`config.mk`:
```
export PLATFORM = sky130hd
export DESIGN_NAME = mc_ctrl_fsm
export DESIGN_NICKNAME = d
export VERILOG_FILES = /design/src/rtl/mc_ctrl_fsm.sv
export SDC_FILE = /design/constraint.sdc
export NUM_CORES = 1
export LEC_CHECK = 0
export CAP_MARGIN = 10
export CORE_MARGIN = 8
export CORE_UTILIZATION = 44
export DETAILED_ROUTE_END_ITERATION = 7
export PLACE_DENSITY = 0.83
export SLEW_MARGIN = 5
export SYNTH_ARGS = -nofsm -noshare
export SYNTH_HDL_FRONTEND = slang
export SYNTH_SLANG_ARGS = --single-unit
```
`constraint.sdc`:
```
create_clock -name clk -period 1.45 [get_ports clk]
set_input_delay 0.145 -clock clk [delete_from_list [all_inputs] [get_ports clk]]
set_output_delay 0.145 -clock clk [all_outputs]
set_load 0.005 [all_outputs]
```
`src/rtl/mc_ctrl_fsm.sv`:
```
// Multi-cycle MIPS control unit: sequences each instruction through
// fetch/decode/execute/memory/writeback, handles variable-latency memory
// with a bus-error timeout, traps illegal opcodes and counts retired
// instructions.
module mc_ctrl_fsm #(
  parameter int MEM_TIMEOUT = 15,
  parameter int CNT_W       = 32,
  parameter bit ENABLE_JUMP = 1'b1
) (
  input  logic             clk,
  input  logic             rst,
  input  logic [5:0]       opcode,
  input  logic             zero,
  input  logic             memReady,
  output logic             ctrlIorD,
  output logic             ctrlMemRead,
  output logic             ctrlMemWrite,
  output logic             ctrlIRWrite,
  output logic             ctrlRegDst,
  output logic             ctrlMemToReg,
  output logic             ctrlRegWrite,
  output logic             ctrlALUSrcA,
  output logic [1:0]       ctrlALUSrcB,
  output logic [1:0]       ctrlALUOp,
  output logic [1:0]       ctrlPCSrc,
  output logic             ctrlPCEn,
  output logic             ctrlException,
  output logic [1:0]       ctrlExcCause,
  output logic [3:0]       state,
  output logic [CNT_W-1:0] retiredCount
);

  typedef enum logic [3:0] {
    FETCH  = 4'd0,
    DECODE = 4'd1,
    MEMADR = 4'd2,
    MEMRD  = 4'd3,
    MEMWB  = 4'd4,
    MEMWR  = 4'd5,
    EXEC   = 4'd6,
    ALUWB  = 4'd7,
    BRANCH = 4'd8,
    ADDIEX = 4'd9,
    ADDIWB = 4'd10,
    JUMP   = 4'd11,
    TRAP   = 4'd12
  } state_t;

  localparam logic [5:0] OP_RTYPE = 6'b000000;
  localparam logic [5:0] OP_LW    = 6'b100011;
  localparam logic [5:0] OP_SW    = 6'b101011;
  localparam logic [5:0] OP_BEQ   = 6'b000100;
  localparam logic [5:0] OP_ADDI  = 6'b001000;
  localparam logic [5:0] OP_J     = 6'b000010;

  localparam logic [1:0] CAUSE_ILLEGAL = 2'b01;
  localparam logic [1:0] CAUSE_BUS     = 2'b10;

  // Wait counter only needs to reach MEM_TIMEOUT-1; with the timeout
  // disabled it simply wraps and is ignored.
  localparam int WAIT_W = (MEM_TIMEOUT > 1) ? $clog2(MEM_TIMEOUT) : 1;
  localparam logic [WAIT_W-1:0] WAIT_LAST =
    WAIT_W'((MEM_TIMEOUT > 0) ? (MEM_TIMEOUT - 1) : 0);

  state_t            st;
  logic [WAIT_W-1:0] waitCnt;
  logic              timeout;

  // memReady in the expiring cycle wins, hence the !memReady term
  assign timeout = (MEM_TIMEOUT > 0) && (waitCnt == WAIT_LAST) && !memReady;
  assign state   = st;

  // State sequencing, memory wait counter, trap cause and retire counter.
  // waitCnt is zeroed in every non-waiting cycle, so it is always zero on
  // entry to FETCH, MEMRD and MEMWR.
  always_ff @(posedge clk or posedge rst) begin
    if (rst) begin
      st           <= FETCH;
      waitCnt      <= '0;
      retiredCount <= '0;
      ctrlExcCause <= 2'b00;
    end else begin
      waitCnt <= '0;
      case (st)
        FETCH: begin
          if (memReady) begin
            st <= DECODE;
          end else if (timeout) begin
            st           <= TRAP;
            ctrlExcCause <= CAUSE_BUS;
          end else begin
            waitCnt <= waitCnt + 1'b1;
          end
        end
        DECODE: begin
          case (opcode)
            OP_LW, OP_SW: st <= MEMADR;
            OP_RTYPE:     st <= EXEC;
            OP_BEQ:       st <= BRANCH;
            OP_ADDI:      st <= ADDIEX;
            OP_J: begin
              if (ENABLE_JUMP) begin
                st <= JUMP;
              end else begin
                st           <= TRAP;
                ctrlExcCause <= CAUSE_ILLEGAL;
              end
            end
            default: begin
              st           <= TRAP;
              ctrlExcCause <= CAUSE_ILLEGAL;
            end
          endcase
        end
        MEMADR: st <= (opcode == OP_LW) ? MEMRD : MEMWR;
        MEMRD: begin
          if (memReady) begin
            st <= MEMWB;
          end else if (timeout) begin
            st           <= TRAP;
            ctrlExcCause <= CAUSE_BUS;
          end else begin
            waitCnt <= waitCnt + 1'b1;
          end
        end
        MEMWR: begin
          if (memReady) begin
            st           <= FETCH;
            retiredCount <= retiredCount + CNT_W'(1);
          end else if (timeout) begin
            st           <= TRAP;
            ctrlExcCause <= CAUSE_BUS;
          end else begin
            waitCnt <= waitCnt + 1'b1;
          end
        end
        MEMWB, ALUWB, BRANCH, ADDIWB, JUMP: begin
          st           <= FETCH;
          retiredCount <= retiredCount + CNT_W'(1);
        end
        EXEC:    st <= ALUWB;
        ADDIEX:  st <= ADDIWB;
        TRAP:    st <= FETCH;
        default: st <= FETCH;
      endcase
    end
  end

  // Moore decode of datapath controls; only FETCH (memReady) and
  // BRANCH (zero) look at inputs.
  always_comb begin
    ctrlIorD      = 1'b0;
    ctrlMemRead   = 1'b0;
    ctrlMemWrite  = 1'b0;
    ctrlIRWrite   = 1'b0;
    ctrlRegDst    = 1'b0;
    ctrlMemToReg  = 1'b0;
    ctrlRegWrite  = 1'b0;
    ctrlALUSrcA   = 1'b0;
    ctrlALUSrcB   = 2'b00;
    ctrlALUOp     = 2'b00;
    ctrlPCSrc     = 2'b00;
    ctrlPCEn      = 1'b0;
    ctrlException = 1'b0;
    case (st)
      FETCH: begin
        ctrlMemRead = 1'b1;
        ctrlALUSrcB = 2'b01;
        ctrlIRWrite = memReady;
        ctrlPCEn    = memReady;
      end
      DECODE: ctrlALUSrcB = 2'b11;
      MEMADR: begin
        ctrlALUSrcA = 1'b1;
        ctrlALUSrcB = 2'b10;
      end
      MEMRD: begin
        ctrlMemRead = 1'b1;
        ctrlIorD    = 1'b1;
      end
      MEMWB: begin
        ctrlRegWrite = 1'b1;
        ctrlMemToReg = 1'b1;
      end
      MEMWR: begin
        ctrlMemWrite = 1'b1;
        ctrlIorD     = 1'b1;
      end
      EXEC: begin
        ctrlALUSrcA = 1'b1;
        ctrlALUOp   = 2'b10;
      end
      ALUWB: begin
        ctrlRegWrite = 1'b1;
        ctrlRegDst   = 1'b1;
      end
      BRANCH: begin
        ctrlALUSrcA = 1'b1;
        ctrlALUOp   = 2'b01;
        ctrlPCSrc   = 2'b01;
        ctrlPCEn    = zero;
      end
      ADDIEX: begin
        ctrlALUSrcA = 1'b1;
        ctrlALUSrcB = 2'b10;
      end
      ADDIWB: ctrlRegWrite = 1'b1;
      JUMP: begin
        ctrlPCSrc = 2'b10;
        ctrlPCEn  = 1'b1;
      end
      TRAP: begin
        ctrlException = 1'b1;
        ctrlPCSrc     = 2'b11;
        ctrlPCEn      = 1'b1;
      end
      default: ;
    endcase
  end

endmodule

```
==> results_dict.tcl <==
set metrics [dict create \
    status "complete, but fails checks" \
    violations "setup timing" \
    row_count 26 \
    startpoint_type "flop" \
    seq_area_um2 1060 \
    ant_nets 0 \
    clkTransAtPathRegs_ps 90 \
    gp_congestion 0.867 \
    tightest_slew_ps 739 \
    area_growth_pct 110 \
    hold_viol 0 \
    routed_wl_um 15100 \
    grt_use_total_pct 25.7 \
    fin_area_um2 4980 \
    fin_ws_ps -642 \
    dieArea_um2 8000 \
    fp.dieH_um 89.4 \
    final_core_util_pct 96.2 \
    drive_above_1_share_pct 56.9 \
    worstSetupPathType "flop to flop" \
    rsz0062_at_grt "yes" \
    pwr_density_cell_nw_per_um2 1620 \
    fillers 105 \
    placeableCoreArea_um2 5170 \
    clock_latency_ps 310 \
    totalPowerFinal_mw 8.05 \
    cpMaxStageDelayCell "dfrtp_1" \
    crit_path_max_fanout 10 \
    path_cells "nand4_1 -> inv_1 -> nand4_4 -> nor4_4 -> xor2_1" \
    clock_path_buffers 2 \
    synth_edf_count 0 \
    cp_data_arrival_time_ps 2300 \
    antenna_found_initial 1 \
    min_path_type "input port to async pin" \
    stdcell_count 524 \
    syn_avg_cell_area_um2 9.46 \
    period_share_pct 144 \
    end_kind "flop" \
    port_buffers 63 \
    hpwl_um 5450 \
    period_needed_ps 2090 \
    ys_seq_area_share_pct 44.3 \
    slowest_delay_ps 530 \
    postSynthCellCount 251 \
    initial_utilization_pct 45.9 \
    vias 3403 \
    pre_cts_slack_ps -467 \
    cellLeakagePower_nw 2.63 \
    wl_per_cell_um 28.7 \
    critPathRequiredTime_ps 1660 \
    io_pins 64 \
    ys_ff_latch 42 \
    drt_iter0_drc 515 \
    drt-pass1-iter-count 5 \
    place_inst 447 \
    hold_slack_ps 242 \
    drt_drc_violations_left 0 \
    grt_pass1_wl_um 15500 \
    maxCapViolCount 0 \
    nets 464 \
    synthesis.nets 264 \
    numCtsBuffers 5 \
    die_x_um 89.4 \
    cts-root-buf "clkbuf_8" \
    slew_headroom_pct 49.5 \
    timing.setup.tns_ps -22910 \
    fin_skew_ps 8.43 \
    setup_viol 64 \
    htreeDepth 2 \
    ys.flop_type "dfrtp_1" \
    synth_cell_types 45 \
    synth_warnings 0 \
    ir_worst_vdd_uv 1500 \
    multi_input_comb_area_um2 1840 \
    place_area_um2 3630 \
    via_per_inst 6.49 \
    cts_sinks 42 \
    max_freq_mhz 478 \
    syn_area_um2 2370 \
    grt_max_degree 43 \
    grt_pass1_vias 2989 \
    synth_async_sr_flop_share_pct 100 \
    cts_tree "yes" \
    maxSlewViolCount 0 \
    overflow 0 \
]
[cell usage after synthesis (3+ instances only)]
cell,n,share of area (%)
nand3_1,10,2.1
o21ai_0,5,1.1
nor2_1,24,3.8
or3_1,3,0.79
a21oi_1,9,1.9
and2_1,4,1.1
nand2_1,22,3.5
buf_2,4,0.84
and3_1,4,1.1
o22ai_1,3,0.79
nor2b_1,3,0.79
xnor2_1,14,5.2
clkbuf_1,4,0.63
nor3_1,19,4.0
dfrtp_1,42,44
xor2_1,21,7.7
inv_1,11,1.7
nand4_1,9,2.4
ha_1,3,1.6
nor3b_1,3,0.95
[layer usage]
layer / wire, um / GRT usage, %
met1: 5030 / 26.5
met2: 7070 / 47.8
met3: 1590 / 5.70
met4: 1370 / 12.7
met5: 0 / 0
[placed cells by master (no fill, tap or decap), drive strengths merged, types with 2 or more instances in the layout]
| master | instances |
|---|---|
| inv | 11 |
| nor4 | 5 |
| a21oi | 10 |
| o22ai | 3 |
| nor2 | 25 |
| nand2 | 22 |
| and3 | 4 |
| nand4 | 14 |
| dfrtp | 42 |
| a21o | 2 |
| nand2b | 2 |
| xor2 | 21 |
| or2 | 4 |
| clkdlybuf4s50 | 23 |
| dlymetal6s2s | 16 |
| buf | 153 |
| clkbuf | 9 |
| diode | 2 |
| ha | 3 |
| mux2i | 2 |
| a31oi | 2 |
| and2 | 4 |
| or3 | 3 |
| nor2b | 3 |
| nand3 | 10 |
| o21ai | 6 |
| nor3 | 19 |
| nor3b | 3 |
| dlygate4sd2 | 4 |
| xnor2 | 14 |
[worst paths after layout]
kind                       depth (start not counted)                      endpoint                          from  slack (ps)
min                                                3            state[1]$_DFF_PP0_                           rst         240
max reg2reg                                        5  retiredCount[28]$_DFFE_PP0P_   retiredCount[4]$_DFFE_PP0P_        -640
min reg2reg                                        1  retiredCount[31]$_DFFE_PP0P_  retiredCount[31]$_DFFE_PP0P_         480
min in group clk                                   1  retiredCount[31]$_DFFE_PP0P_  retiredCount[31]$_DFFE_PP0P_         480
max                                                5  retiredCount[28]$_DFFE_PP0P_   retiredCount[4]$_DFFE_PP0P_        -640
max in group asynchronous                          3  retiredCount[14]$_DFFE_PP0P_                           rst         990
[registers in the layout, indices dropped and copies added (netlist names)]
signal / cells
retiredCount: 32
waitCnt: 4
state: 4
ctrlExcCause: 2
[worst max-delay path, delay by kind of cell (launching register included)]
family,cells,cell delay [ps]
xor+xnor,1,270
simple gates,3,980
buf+inv,1,210
flops,1,530
[final cells by class]
class                      count  share of cell area [%]
sequential                    42                    21.2
inverter                      11                   0.830
timing repair buffer         199                    36.9
multi-input combinational    192                    37.0
clock buffer                   6                    1.46
antenna                        2                   0.101
clock inverter                 2                   0.754
tap                           70                    1.76
[report_power, final]
part	total [mW]	switching [mW]	internal (mW)
combinational	5.48	2.64	2.84
clock	0.969	0.455	0.514
sequential	1.59	0.233	1.36
total	8.05	3.33	4.71
[logic make-up after synthesis]
| kind of cell | share of synthesized area, % |
|---|---|
| flops | 44.3 |
| buf+inv | 3.22 |
| mux | 1.32 |
| fa+ha+maj | 1.58 |
| compound gates | 8.54 |
| simple gates | 28.1 |
| xor+xnor | 12.9 |
[what timing repair did]
action	4_1_cts	5_1_grt
hold buffers	0	0
pin swaps	52	50
buffers inserted	33	39
gates resized for setup	170	107
setup endpoints to repair	67	78
cloned	2	0
Power figures use the tool's default switching activity.
